[config.mk]
export PLATFORM = sky130hd
export DESIGN_NAME = penalty_match_ctl_flat
export DESIGN_NICKNAME = d
export VERILOG_FILES = /design/src/rtl/game_pkg.sv /design/src/rtl/penalty_match_ctl_if.sv /design/src/rtl/match_decider.sv /design/src/rtl/penalty_match_ctl.sv /design/src/flat_wrapper.sv
export SDC_FILE = /design/constraint.sdc
export NUM_CORES = 1
export LEC_CHECK = 0
export CAP_MARGIN = 20
export CORE_AREA = 4 4 69 102
export DETAILED_ROUTE_END_ITERATION = 7
export DIE_AREA = 0 0 73 106
export PLACE_DENSITY_LB_ADDON = 0.12
export SKIP_CTS_REPAIR_TIMING = 1
export SLEW_MARGIN = 20
export SYNTH_ARGS = -nofsm -noshare
export SYNTH_HDL_FRONTEND = slang
export SYNTH_SLANG_ARGS = --single-unit
[constraint.sdc]
create_clock -name clk -period 8.6 [get_ports clk]
set_input_delay 2.15 -clock clk [delete_from_list [all_inputs] [get_ports clk]]
set_output_delay 2.15 -clock clk [all_outputs]
set_load 0.02 [all_outputs]
[src/rtl/game_pkg.sv]
// Shared types for the penalty shoot-out game: screen states, play modes and
// the match-decision verdict, plus the counter-width helper.
package game_pkg;

    typedef enum logic [2:0] {
        START,
        KEEPER,
        SHOOTER,
        WINNER,
        LOOSER,
        DRAW
    } g_state;

    typedef enum logic {
        SOLO,
        MULTI
    } g_mode;

    typedef enum logic [1:0] {
        DEC_NONE,
        DEC_WIN,
        DEC_LOSE,
        DEC_DRAW
    } decision_t;

    // Counters must hold ROUNDS+SD_MAX without wrapping.
    function automatic int cnt_width(input int rounds, input int sd_max);
        return $clog2(rounds + sd_max + 1);
    endfunction

endpackage

[src/rtl/penalty_match_ctl_if.sv]
// Bundle between the mouse/shot logic, the match controller and the display path.
interface penalty_match_ctl_if #(
    parameter int ROUNDS = 5,
    parameter int SD_MAX = 3
);
    import game_pkg::*;

    localparam int CW = cnt_width(ROUNDS, SD_MAX);

    logic          left_clicked;
    logic          right_clicked;
    logic          solo_enable;
    logic          link_up;
    logic          is_host;
    logic          round_done;
    logic          is_scored;
    g_state        game_state;
    g_mode         game_mode;
    logic [CW-1:0] round_counter;
    logic [CW-1:0] player_score;
    logic [CW-1:0] opp_score;
    logic          sudden_death;

    modport master (
        output left_clicked, right_clicked, solo_enable, link_up, is_host,
               round_done, is_scored,
        input  game_state, game_mode, round_counter, player_score, opp_score,
               sudden_death
    );

    modport slave (
        input  left_clicked, right_clicked, solo_enable, link_up, is_host,
               round_done, is_scored,
        output game_state, game_mode, round_counter, player_score, opp_score,
               sudden_death
    );

endinterface

[src/rtl/match_decider.sv]
// Pure-combinational verdict on post-shot scores/shot counts: early
// mathematical decision in regulation, pair-by-pair decision in sudden death.
module match_decider
    import game_pkg::*;
#(
    parameter int ROUNDS = 5,
    parameter int SD_MAX = 3,
    parameter int CW     = cnt_width(ROUNDS, SD_MAX)
) (
    input  logic [CW-1:0] ply_score,
    input  logic [CW-1:0] opp_score,
    input  logic [CW-1:0] ply_shots,
    input  logic [CW-1:0] opp_shots,
    input  logic [CW-1:0] round_cnt,
    output decision_t     decision
);
    localparam int            W          = CW + 1;
    localparam logic [CW-1:0] ROUNDS_C   = CW'(ROUNDS);
    localparam logic [CW-1:0] LAST_RND_C = CW'(ROUNDS + SD_MAX);

    logic         in_sd;
    logic         pair_done;
    logic [W-1:0] ps_ext;
    logic [W-1:0] os_ext;
    logic [W-1:0] rem_p;
    logic [W-1:0] rem_o;

    always_comb begin
        decision  = DEC_NONE;
        in_sd     = round_cnt > ROUNDS_C;
        pair_done = ply_shots == opp_shots;
        ps_ext    = {1'b0, ply_score};
        os_ext    = {1'b0, opp_score};
        rem_p     = {1'b0, ROUNDS_C - ply_shots};
        rem_o     = {1'b0, ROUNDS_C - opp_shots};

        // Remaining-shot lookahead only makes sense within regulation.
        if (!in_sd) begin
            if (ps_ext > os_ext + rem_o) begin
                decision = DEC_WIN;
            end else if (os_ext > ps_ext + rem_p) begin
                decision = DEC_LOSE;
            end
        end

        if (decision == DEC_NONE && pair_done) begin
            if (in_sd && ply_score != opp_score) begin
                decision = (ply_score > opp_score) ? DEC_WIN : DEC_LOSE;
            end else if (ply_score == opp_score && round_cnt == LAST_RND_C) begin
                decision = DEC_DRAW;
            end
        end
    end

endmodule

[src/rtl/penalty_match_ctl.sv]
// Penalty shoot-out match controller: role alternation, per-side counters,
// early decision, sudden death and link-gated multiplayer.
module penalty_match_ctl
    import game_pkg::*;
#(
    parameter  int ROUNDS = 5,
    parameter  int SD_MAX = 3,
    localparam int CW     = cnt_width(ROUNDS, SD_MAX)
) (
    input  logic              clk,
    input  logic              rst_n,
    penalty_match_ctl_if.slave bus
);
    localparam logic [CW-1:0] ROUNDS_C = CW'(ROUNDS);

    g_state        state_q,        state_d;
    g_mode         mode_q,         mode_d;
    logic          first_keeper_q, first_keeper_d;
    logic [CW-1:0] round_q,        round_d;
    logic [CW-1:0] ply_score_q,    ply_score_d;
    logic [CW-1:0] opp_score_q,    opp_score_d;
    logic [CW-1:0] ply_shots_q,    ply_shots_d;
    logic [CW-1:0] opp_shots_q,    opp_shots_d;
    logic          sd_q,           sd_d;

    logic [CW-1:0] ply_score_upd;
    logic [CW-1:0] opp_score_upd;
    logic [CW-1:0] ply_shots_upd;
    logic [CW-1:0] opp_shots_upd;
    logic [CW-1:0] round_inc;
    logic          pair_done;
    logic          clear_ctrs;
    decision_t     decision;

    // Counters as they would stand if the current shot is accepted.
    always_comb begin : shot_update
        ply_score_upd = ply_score_q;
        opp_score_upd = opp_score_q;
        ply_shots_upd = ply_shots_q;
        opp_shots_upd = opp_shots_q;
        if (state_q == SHOOTER) begin
            ply_shots_upd = ply_shots_q + CW'(1);
            if (bus.is_scored) ply_score_upd = ply_score_q + CW'(1);
        end else if (state_q == KEEPER) begin
            opp_shots_upd = opp_shots_q + CW'(1);
            if (bus.is_scored) opp_score_upd = opp_score_q + CW'(1);
        end
    end

    match_decider #(
        .ROUNDS (ROUNDS),
        .SD_MAX (SD_MAX),
        .CW     (CW)
    ) u_decider (
        .ply_score (ply_score_upd),
        .opp_score (opp_score_upd),
        .ply_shots (ply_shots_upd),
        .opp_shots (opp_shots_upd),
        .round_cnt (round_q),
        .decision  (decision)
    );

    always_ff @(posedge clk) begin : state_reg
        if (!rst_n) begin
            state_q        <= START;
            mode_q         <= MULTI;
            first_keeper_q <= 1'b0;
            round_q        <= '0;
            ply_score_q    <= '0;
            opp_score_q    <= '0;
            ply_shots_q    <= '0;
            opp_shots_q    <= '0;
            sd_q           <= 1'b0;
        end else begin
            state_q        <= state_d;
            mode_q         <= mode_d;
            first_keeper_q <= first_keeper_d;
            round_q        <= round_d;
            ply_score_q    <= ply_score_d;
            opp_score_q    <= opp_score_d;
            ply_shots_q    <= ply_shots_d;
            opp_shots_q    <= opp_shots_d;
            sd_q           <= sd_d;
        end
    end

    always_comb begin : next_state
        state_d        = state_q;
        mode_d         = mode_q;
        first_keeper_d = first_keeper_q;
        round_d        = round_q;
        ply_score_d    = ply_score_q;
        opp_score_d    = opp_score_q;
        ply_shots_d    = ply_shots_q;
        opp_shots_d    = opp_shots_q;
        sd_d           = sd_q;
        clear_ctrs     = 1'b0;
        round_inc      = round_q + CW'(1);
        // The second shot of a pair is taken in the role opposite the opening one.
        pair_done      = (state_q == KEEPER) != first_keeper_q;

        case (state_q)
            START: begin
                mode_d     = bus.solo_enable ? SOLO : MULTI;
                clear_ctrs = 1'b1;
                if (bus.left_clicked && (bus.solo_enable || bus.link_up)) begin
                    first_keeper_d = bus.solo_enable || bus.is_host;
                    state_d        = first_keeper_d ? KEEPER : SHOOTER;
                end
            end
            KEEPER, SHOOTER: begin
                // Link loss outranks a shot arriving in the same cycle.
                if (mode_q == MULTI && !bus.link_up) begin
                    state_d    = START;
                    clear_ctrs = 1'b1;
                end else if (bus.round_done) begin
                    ply_score_d = ply_score_upd;
                    opp_score_d = opp_score_upd;
                    ply_shots_d = ply_shots_upd;
                    opp_shots_d = opp_shots_upd;
                    case (decision)
                        DEC_WIN:  state_d = WINNER;
                        DEC_LOSE: state_d = LOOSER;
                        DEC_DRAW: state_d = DRAW;
                        default: begin
                            state_d = (state_q == KEEPER) ? SHOOTER : KEEPER;
                            if (pair_done) begin
                                round_d = round_inc;
                                sd_d    = sd_q | (round_inc > ROUNDS_C);
                            end
                        end
                    endcase
                end
            end
            WINNER, LOOSER, DRAW: begin
                if (bus.right_clicked) begin
                    state_d    = START;
                    clear_ctrs = 1'b1;
                end
            end
            default: state_d = START;
        endcase

        if (clear_ctrs) begin
            ply_score_d = '0;
            opp_score_d = '0;
            ply_shots_d = '0;
            opp_shots_d = '0;
            sd_d        = 1'b0;
            round_d     = (state_d == START) ? '0 : CW'(1);
        end
    end

    always_comb begin : outputs
        bus.game_state    = state_q;
        bus.game_mode     = mode_q;
        bus.round_counter = round_q;
        bus.player_score  = ply_score_q;
        bus.opp_score     = opp_score_q;
        bus.sudden_death  = sd_q;
    end

endmodule

[src/flat_wrapper.sv]
// flat-port wrapper written by rule: the top's interface ports become plain ports
module penalty_match_ctl_flat import game_pkg::*;
#(
    parameter  int ROUNDS = 5,
    parameter  int SD_MAX = 3,
    localparam int CW     = cnt_width(ROUNDS, SD_MAX)
)
  (clk, rst_n, bus_left_clicked, bus_right_clicked, bus_solo_enable, bus_link_up, bus_is_host, bus_round_done, bus_is_scored, bus_game_state, bus_game_mode, bus_round_counter, bus_player_score, bus_opp_score, bus_sudden_death);
  penalty_match_ctl_if #(.ROUNDS(ROUNDS), .SD_MAX(SD_MAX)) bus_i ();
  input  logic clk;
  input  logic rst_n;
  input wire logic [$bits(bus_i.left_clicked)-1:0] bus_left_clicked;
  input wire logic [$bits(bus_i.right_clicked)-1:0] bus_right_clicked;
  input wire logic [$bits(bus_i.solo_enable)-1:0] bus_solo_enable;
  input wire logic [$bits(bus_i.link_up)-1:0] bus_link_up;
  input wire logic [$bits(bus_i.is_host)-1:0] bus_is_host;
  input wire logic [$bits(bus_i.round_done)-1:0] bus_round_done;
  input wire logic [$bits(bus_i.is_scored)-1:0] bus_is_scored;
  output wire logic [$bits(bus_i.game_state)-1:0] bus_game_state;
  output wire logic [$bits(bus_i.game_mode)-1:0] bus_game_mode;
  output wire logic [$bits(bus_i.round_counter)-1:0] bus_round_counter;
  output wire logic [$bits(bus_i.player_score)-1:0] bus_player_score;
  output wire logic [$bits(bus_i.opp_score)-1:0] bus_opp_score;
  output wire logic [$bits(bus_i.sudden_death)-1:0] bus_sudden_death;
  assign bus_i.left_clicked = bus_left_clicked;
  assign bus_i.right_clicked = bus_right_clicked;
  assign bus_i.solo_enable = bus_solo_enable;
  assign bus_i.link_up = bus_link_up;
  assign bus_i.is_host = bus_is_host;
  assign bus_i.round_done = bus_round_done;
  assign bus_i.is_scored = bus_is_scored;
  assign bus_game_state = bus_i.game_state;
  assign bus_game_mode = bus_i.game_mode;
  assign bus_round_counter = bus_i.round_counter;
  assign bus_player_score = bus_i.player_score;
  assign bus_opp_score = bus_i.opp_score;
  assign bus_sudden_death = bus_i.sudden_death;
  penalty_match_ctl #(.ROUNDS(ROUNDS), .SD_MAX(SD_MAX)) u_core (.clk(clk), .rst_n(rst_n), .bus(bus_i));
endmodule
# Yosys cells after proc, flatten, opt, wreduce, memory -nomap -nowiden
# Cells that the tools add are included.
# W data, S select, Z words.
op_classes:
  n_addsub: 9
  order_cmp: 5
  eq_ne: 15
  muxes: 34
  bitwise_logic: 4
  reduce_logical: 22
ops:
  columns: ["cell", "n"]
  rows:
  - ["$mux W4", 14]
  - ["$add A4 B1 Y4 const B", 5]
  - ["$mux W2", 9]
  - ["$pmux W3 S3", 2]
  - ["$mux W3", 4]
  - ["$add A4 B4 Y5", 2]
  - ["$gt A4 B5 Y1", 2]
  - ["$reduce_and A5 Y1", 2]
  - ["$eq A4 B4 Y1", 2]
  - ["$gt A4 B3 Y1 const B", 2]
  - ["$sub A3 B4 Y4 const A", 2]
  - ["$eq A3 B2 Y1 const B", 2]
  - ["$eq A3 B3 Y1 const B", 2]
  - ["$logic_not A3 Y1", 2]
  - ["$reduce_bool A2 Y1", 3]
  - ["$reduce_or A3 Y1", 2]
  - ["$logic_and A1 B1 Y1", 5]
  - ["$eq A2 B2 Y1 const B", 2]
  - ["$eq A4 B4 Y1 const B", 1]
  - ["$gt A4 B4 Y1", 1]
  - ["$mux W1", 4]
  - ["$ne A2 B1 Y1 const B", 2]
  - ["$ne A4 B4 Y1", 1]
  - ["$reduce_or A2 Y1", 2]
  - ["11 further kinds", 14]
word_totals:
  regBits: 26
  in_bits: 9
  out_inout_bits: 17
  wordCells: 98

# Longest topological paths before layout
logic_depth:
  word_depth: 19
  depth_mapped: 18
  depth_no_buf: 17

# Cells and area by module
# Synthesis repeated with hierarchy kept, for this count alone.
unflattened:
  cells_unflattened: 265
  hier_area_um2: 2279.7
modules_own_cells:
  columns: ["mod", "n_inst", "cells_per_inst", "area_each_um2", "seq_area_each_um2"]
  rows:
  - ["penalty_match_ctl", 1, 186, 1601.5, 520.5]
  - ["match_decider", 1, 79, 678.2, 0.0]

# Least setup slack after synthesis
# Ideal clock, no wire load.
synth_timing:
  kind: "input -> register"
  startpoint: "in bus_is_scored"
  endpoint: "reg u_core.round_q[0], in the netlist u_core.bus.round_counter[0]"
  setup_time_ps: 74
  arrival_time_ps: 5198
  t_required_ps: 8526
  slack_ps: 3328
  cell_stages: 15
  n_path_buf: 1
  cell_sequence: "nor4bb_1 -> clkbuf_1 -> xnor2_1 -> inv_1 -> ha_1 -> fa_1 -> inv_1 -> ha_1 -> nor2b_1 -> o211ai_1 -> a21oi_1 -> o211a_1 -> nand3b_4 -> or4_1 -> a31oi_1"
synth_between:
  elab_chain_len: 18
  elab_cells_between_ends: 36
  cone_classes: "2 x add/sub; 3 x order compare; 6 x eq/ne; 18 x mux; 7 x reduce/logical"
synth_lines:
  columns: ["element", "line", "source"]
  rows:
  - ["start: declaration", "flat_wrapper.sv:18", "input wire logic [$bits(bus_i.is_scored)-1:0] bus_is_scored;"]
  - ["$mux W4 *", "penalty_match_ctl.sv:46", "if (bus.is_scored) opp_score_upd = opp_score_q + CW'(1);"]
  - ["$mux W4 *", "penalty_match_ctl.sv:44", "end else if (state_q == KEEPER) begin"]
  - ["$mux W4 *", "penalty_match_ctl.sv:41", "if (state_q == SHOOTER) begin"]
  - ["net u_core.opp_score_upd[0]", "penalty_match_ctl.sv:27", "logic [CW-1:0] opp_score_upd;"]
  - ["$add A4 B4 Y5 or $gt A4 B5 Y1 (tied branches)", "match_decider.sv:39, match_decider.sv:41", null]
  - ["$gt A4 B5 Y1 or $mux W2 (tied branches)", "match_decider.sv:39, match_decider.sv:41", null]
  - ["$mux W2", "match_decider.sv:39", "if (ps_ext > os_ext + rem_o) begin"]
  - ["$mux W2", "match_decider.sv:38", "if (!in_sd) begin"]
  - ["[3 not listed]", null, null]
  - ["$eq A2 B2 Y1 or $eq A2 B1 Y1 (tied branches)", "penalty_match_ctl.sv:121", "case (decision)"]
  - ["$pmux W3 S3", "penalty_match_ctl.sv:121", null]
  - ["$mux W3", "penalty_match_ctl.sv:116", "end else if (bus.round_done) begin"]
  - ["$mux W3", "penalty_match_ctl.sv:113", "if (mode_q == MULTI && !bus.link_up) begin"]
  - ["$pmux W3 S3", "penalty_match_ctl.sv:102", "case (state_q)"]
  - ["$logic_not A3 Y1", "penalty_match_ctl.sv:150", "round_d = (state_d == START) ? '0 : CW'(1);"]
  - ["$mux W1", "penalty_match_ctl.sv:150", null]
  - ["$mux W4", "penalty_match_ctl.sv:144", "if (clear_ctrs) begin"]
  - ["end signal: assignment", "penalty_match_ctl.sv:78", "round_q <= round_d;"]
  - ["end: declaration", "penalty_match_ctl.sv:19", "logic [CW-1:0] round_q, round_d;"]
# Mark *: on every way through the listed nets, which the timed path passes. The rest lies on a longest branch.
# A chain may end at the register's enable or synchronous reset.

# Worst setup path after layout
# Same ends and word-level chain as after synthesis.

==> flow_summary.ini <==
[status]
outcome = completed

[flow_run]
cap_viol_max_count = 0

[routing]
drt_iter0_drc = 66
routed_via_density = 5.55
antenna_left = 0
wire_per_inst_um = 15.4
vias = 2260
dr.pass1.iters = 4
drt_wl_total_um = 6280
route.detailed.drc = 0

[synth]
ys.warnings.count = 0
yosys.area.top_type_share_pct = 20.7
synthMuxAreaShare_pct = 2.79
synth.most_common_cell = nand2_1
synth_edf_count = 0
synthTopCellsByArea = dfxtp_1 21%, ha_1 14%, xnor2_1 5.6%
async_flop_share_pct = 0
ys_top_cells_by_count = 36 x nand2_1, 33 x nor2_1, 28 x ha_1
synth-seq-area-share_pct = 20.7
syn_nets = 354
synth-seq-cells = 26
yosys.area_share.adder_pct = 15.5
synth-main-ff-cell = dfxtp_1
postSynthAreaPerCell_um2 = 7.98
synth_compound_area_share_pct = 17.3
synth_area_leader_cell = dfxtp_1
synth_cell_type_count = 60
syn_inst = 315
synth_top_family_by_area = simple AND/OR/NAND/NOR gates
syn-cell-area_um2 = 2510
synthXorXnorAreaFrac_pct = 12.9
synthSimpleGateAreaFrac_pct = 25.4

[floorplanning]
ios = 26
die_h_um = 106
num_rows = 35
start_util_pct = 40.7
core_area_um2 = 6170
die_area_um2 = 7740
die_w_um = 73

[cts]
cts_inserted_buffers = 3
cts_tree = yes
path_clk_slew_ns = 0.11
root_buffer = clkbuf_8
clock_latency_ns = 0.29
clock_path_buffers = 2
cts_sinks = 26
h-tree-depth = 1

[critical_path]
cp-start-kind = input pin
worstRegToRegCells = 15
slowest_stage = nor4bb_1
critPathKind = in2reg
crit_family = simple AND/OR/NAND/NOR gates
slowest_delay_ns = 0.92
crit_required_ns = 8.82
arrival_ns = 6.54
cp_num_cells = 16
path_max_fanout = 7
path_cells = clkdlybuf4s50_1, nor4bb_1, mux2i_1, inv_1, ha_1, nand2_1, o21ai_0, xnor2_1, ha_1, nand4_1, nand2_1, a21oi_1, o211a_1, nor4_4, or4_1, a31oi_1
path_buf_inv = 2
endpoint_kind = flop

[timing]
slew_viol_final = 0
holdWs_ns = 0.495
final-setup-viol-count = 0
setup-tns-final_ns = 0
tightest_slew_ns = 1.06
fin_crit_sh_pct = 73.5
finalHoldViolations = 0
min_period_ns = 6.32
grt_setup_unrepaired = no
max_freq_mhz = 158
fin_worst_skew_ns = 0.0141
slew_headroom_pct = 28.4

[power_and_ir_drop]
vdd_ir_drop_max_mv = 0.0800
power.density_nw_per_um2 = 100
p_leak_nw = 1.19

[placed_design]
dp_hpwl_um = 4920
port-buffer-count = 25
gp_congestion = 0.937
post_dp_cell_area_um2 = 2810

[cells_and_area]
regArea_um2 = 520
fillerInstances = 596
num-nets-final = 373
postLayoutCellArea_um2 = 2890
fin_util_pct = 46.7
drive_gt1_share_pct = 4.20
syn_to_final_growth_pct = 14.7
multi_input_area_um2 = 1860
diodes = 0

[min_path]
whs_path_depth = 1
min_path_type = reg2reg

[grt]
grt_max_degree = 23
grt_pass1_wl_um = 10700
grt_pass1_vias = 2302
grt_antenna_before_repair = 0
grt-ovfl-total = 0
gr-usage-all-layers_pct = 17.2
## worst reg2reg max path, delay by kind of cell, from the launching register on
kind / cells / cell delay (ns)
flops: 1 / 0.63
mux: 1 / 0.41
xor+xnor: 2 / 0.55
fa+ha+maj: 2 / 0.63
simple gates: 5 / 1.31
buf+inv: 1 / 0.17
compound gates: 4 / 0.85
## metal layers
layer | track usage [%] | wire [um]
met5 | 0 | 0
met4 | 4.88 | 93
met3 | 1.89 | 192
met2 | 31.9 | 3300
met1 | 20.0 | 2700
## layout by cell type (no fill, tap or decap), types with 2 or more instances in the layout
cell,n
a21o_1,3
nand3_1,14
dfxtp_1,26
nor2b_1,4
ha_1,28
o211ai_1,5
xor2_1,16
mux2i_1,7
clkbuf_8,3
or3_1,2
a31oi_1,5
and3_1,2
o211a_1,2
nand2b_1,4
o21ai_1,2
nor3b_2,2
nor3b_1,2
nor2_1,33
o21ai_0,11
a211oi_1,5
nand4_1,3
inv_1,21
a22o_1,2
fa_1,2
o31ai_1,2
nand2_1,36
xnor2_1,16
a21oi_1,15
xnor3_1,2
nor3_1,3
clkdlybuf4s50_1,25
## flip-flops by register name, indices dropped and copies added (netlist names)
register                  count
u_core.bus.sudden_death       1
u_core.bus.game_state         3
u_core.bus.opp_score          4
u_core.first_keeper_q         1
u_core.opp_shots_q            4
u_core.bus.game_mode          1
u_core.bus.player_score       4
u_core.bus.round_counter      4
u_core.ply_shots_q            4
## per-stage QoR
stage / setup WS [ns] / total power, mW / instances
2_1_floorplan: 3.33 / 0.168 / 315
3_3_place_gp: 2.00 / 0.185 / 403
3_5_place_dp: 1.94 / 0.185 / 403
4_1_cts: 2.24 / 0.293 / 407
5_1_grt: 1.94 / 0.303 / 407
6_report: 2.28 / 0.289 / 407
## final cells by class
| type | instances | share of cell area [%] |
|---|---|---|
| well taps | 74 | 3.21 |
| flip-flops and latches | 26 | 18.0 |
| clock inverters | 1 | 1.04 |
| multi-input cells | 256 | 64.6 |
| inverters | 21 | 2.73 |
| repair buffers | 26 | 8.93 |
| clock buffers | 3 | 1.43 |
## final timing paths
kind                                 start                     endpoint  slack (ns)
setup / recovery             bus_is_scored  u_core.bus.round_counter[0]        2.28
hold / removal     u_core.bus.sudden_death      u_core.bus.sudden_death        0.50
setup reg to reg  u_core.bus.game_state[0]  u_core.bus.round_counter[0]        3.99
hold reg to reg    u_core.bus.sudden_death      u_core.bus.sudden_death        0.50
## cells by family after synthesis
family / count (synthesis)
AO/OA/AOI/OAI: 65
XOR/XNOR: 34
adder cells (fa/ha/maj): 30
buffers and inverters: 33
flip-flops: 26
multiplexers: 7
AND/OR/NAND/NOR: 120
## where the power goes
group / switching [mW] / leakage, nW / internal [mW] / total, mW
sequential: 0.00509 / 0.210 / 0.123 / 0.128
clock: 0.0446 / 0.0357 / 0.0625 / 0.107
combinational: 0.0311 / 0.939 / 0.0228 / 0.0539
total: 0.0808 / 1.19 / 0.208 / 0.289
Note: power is estimated with default switching activity, not from simulation.
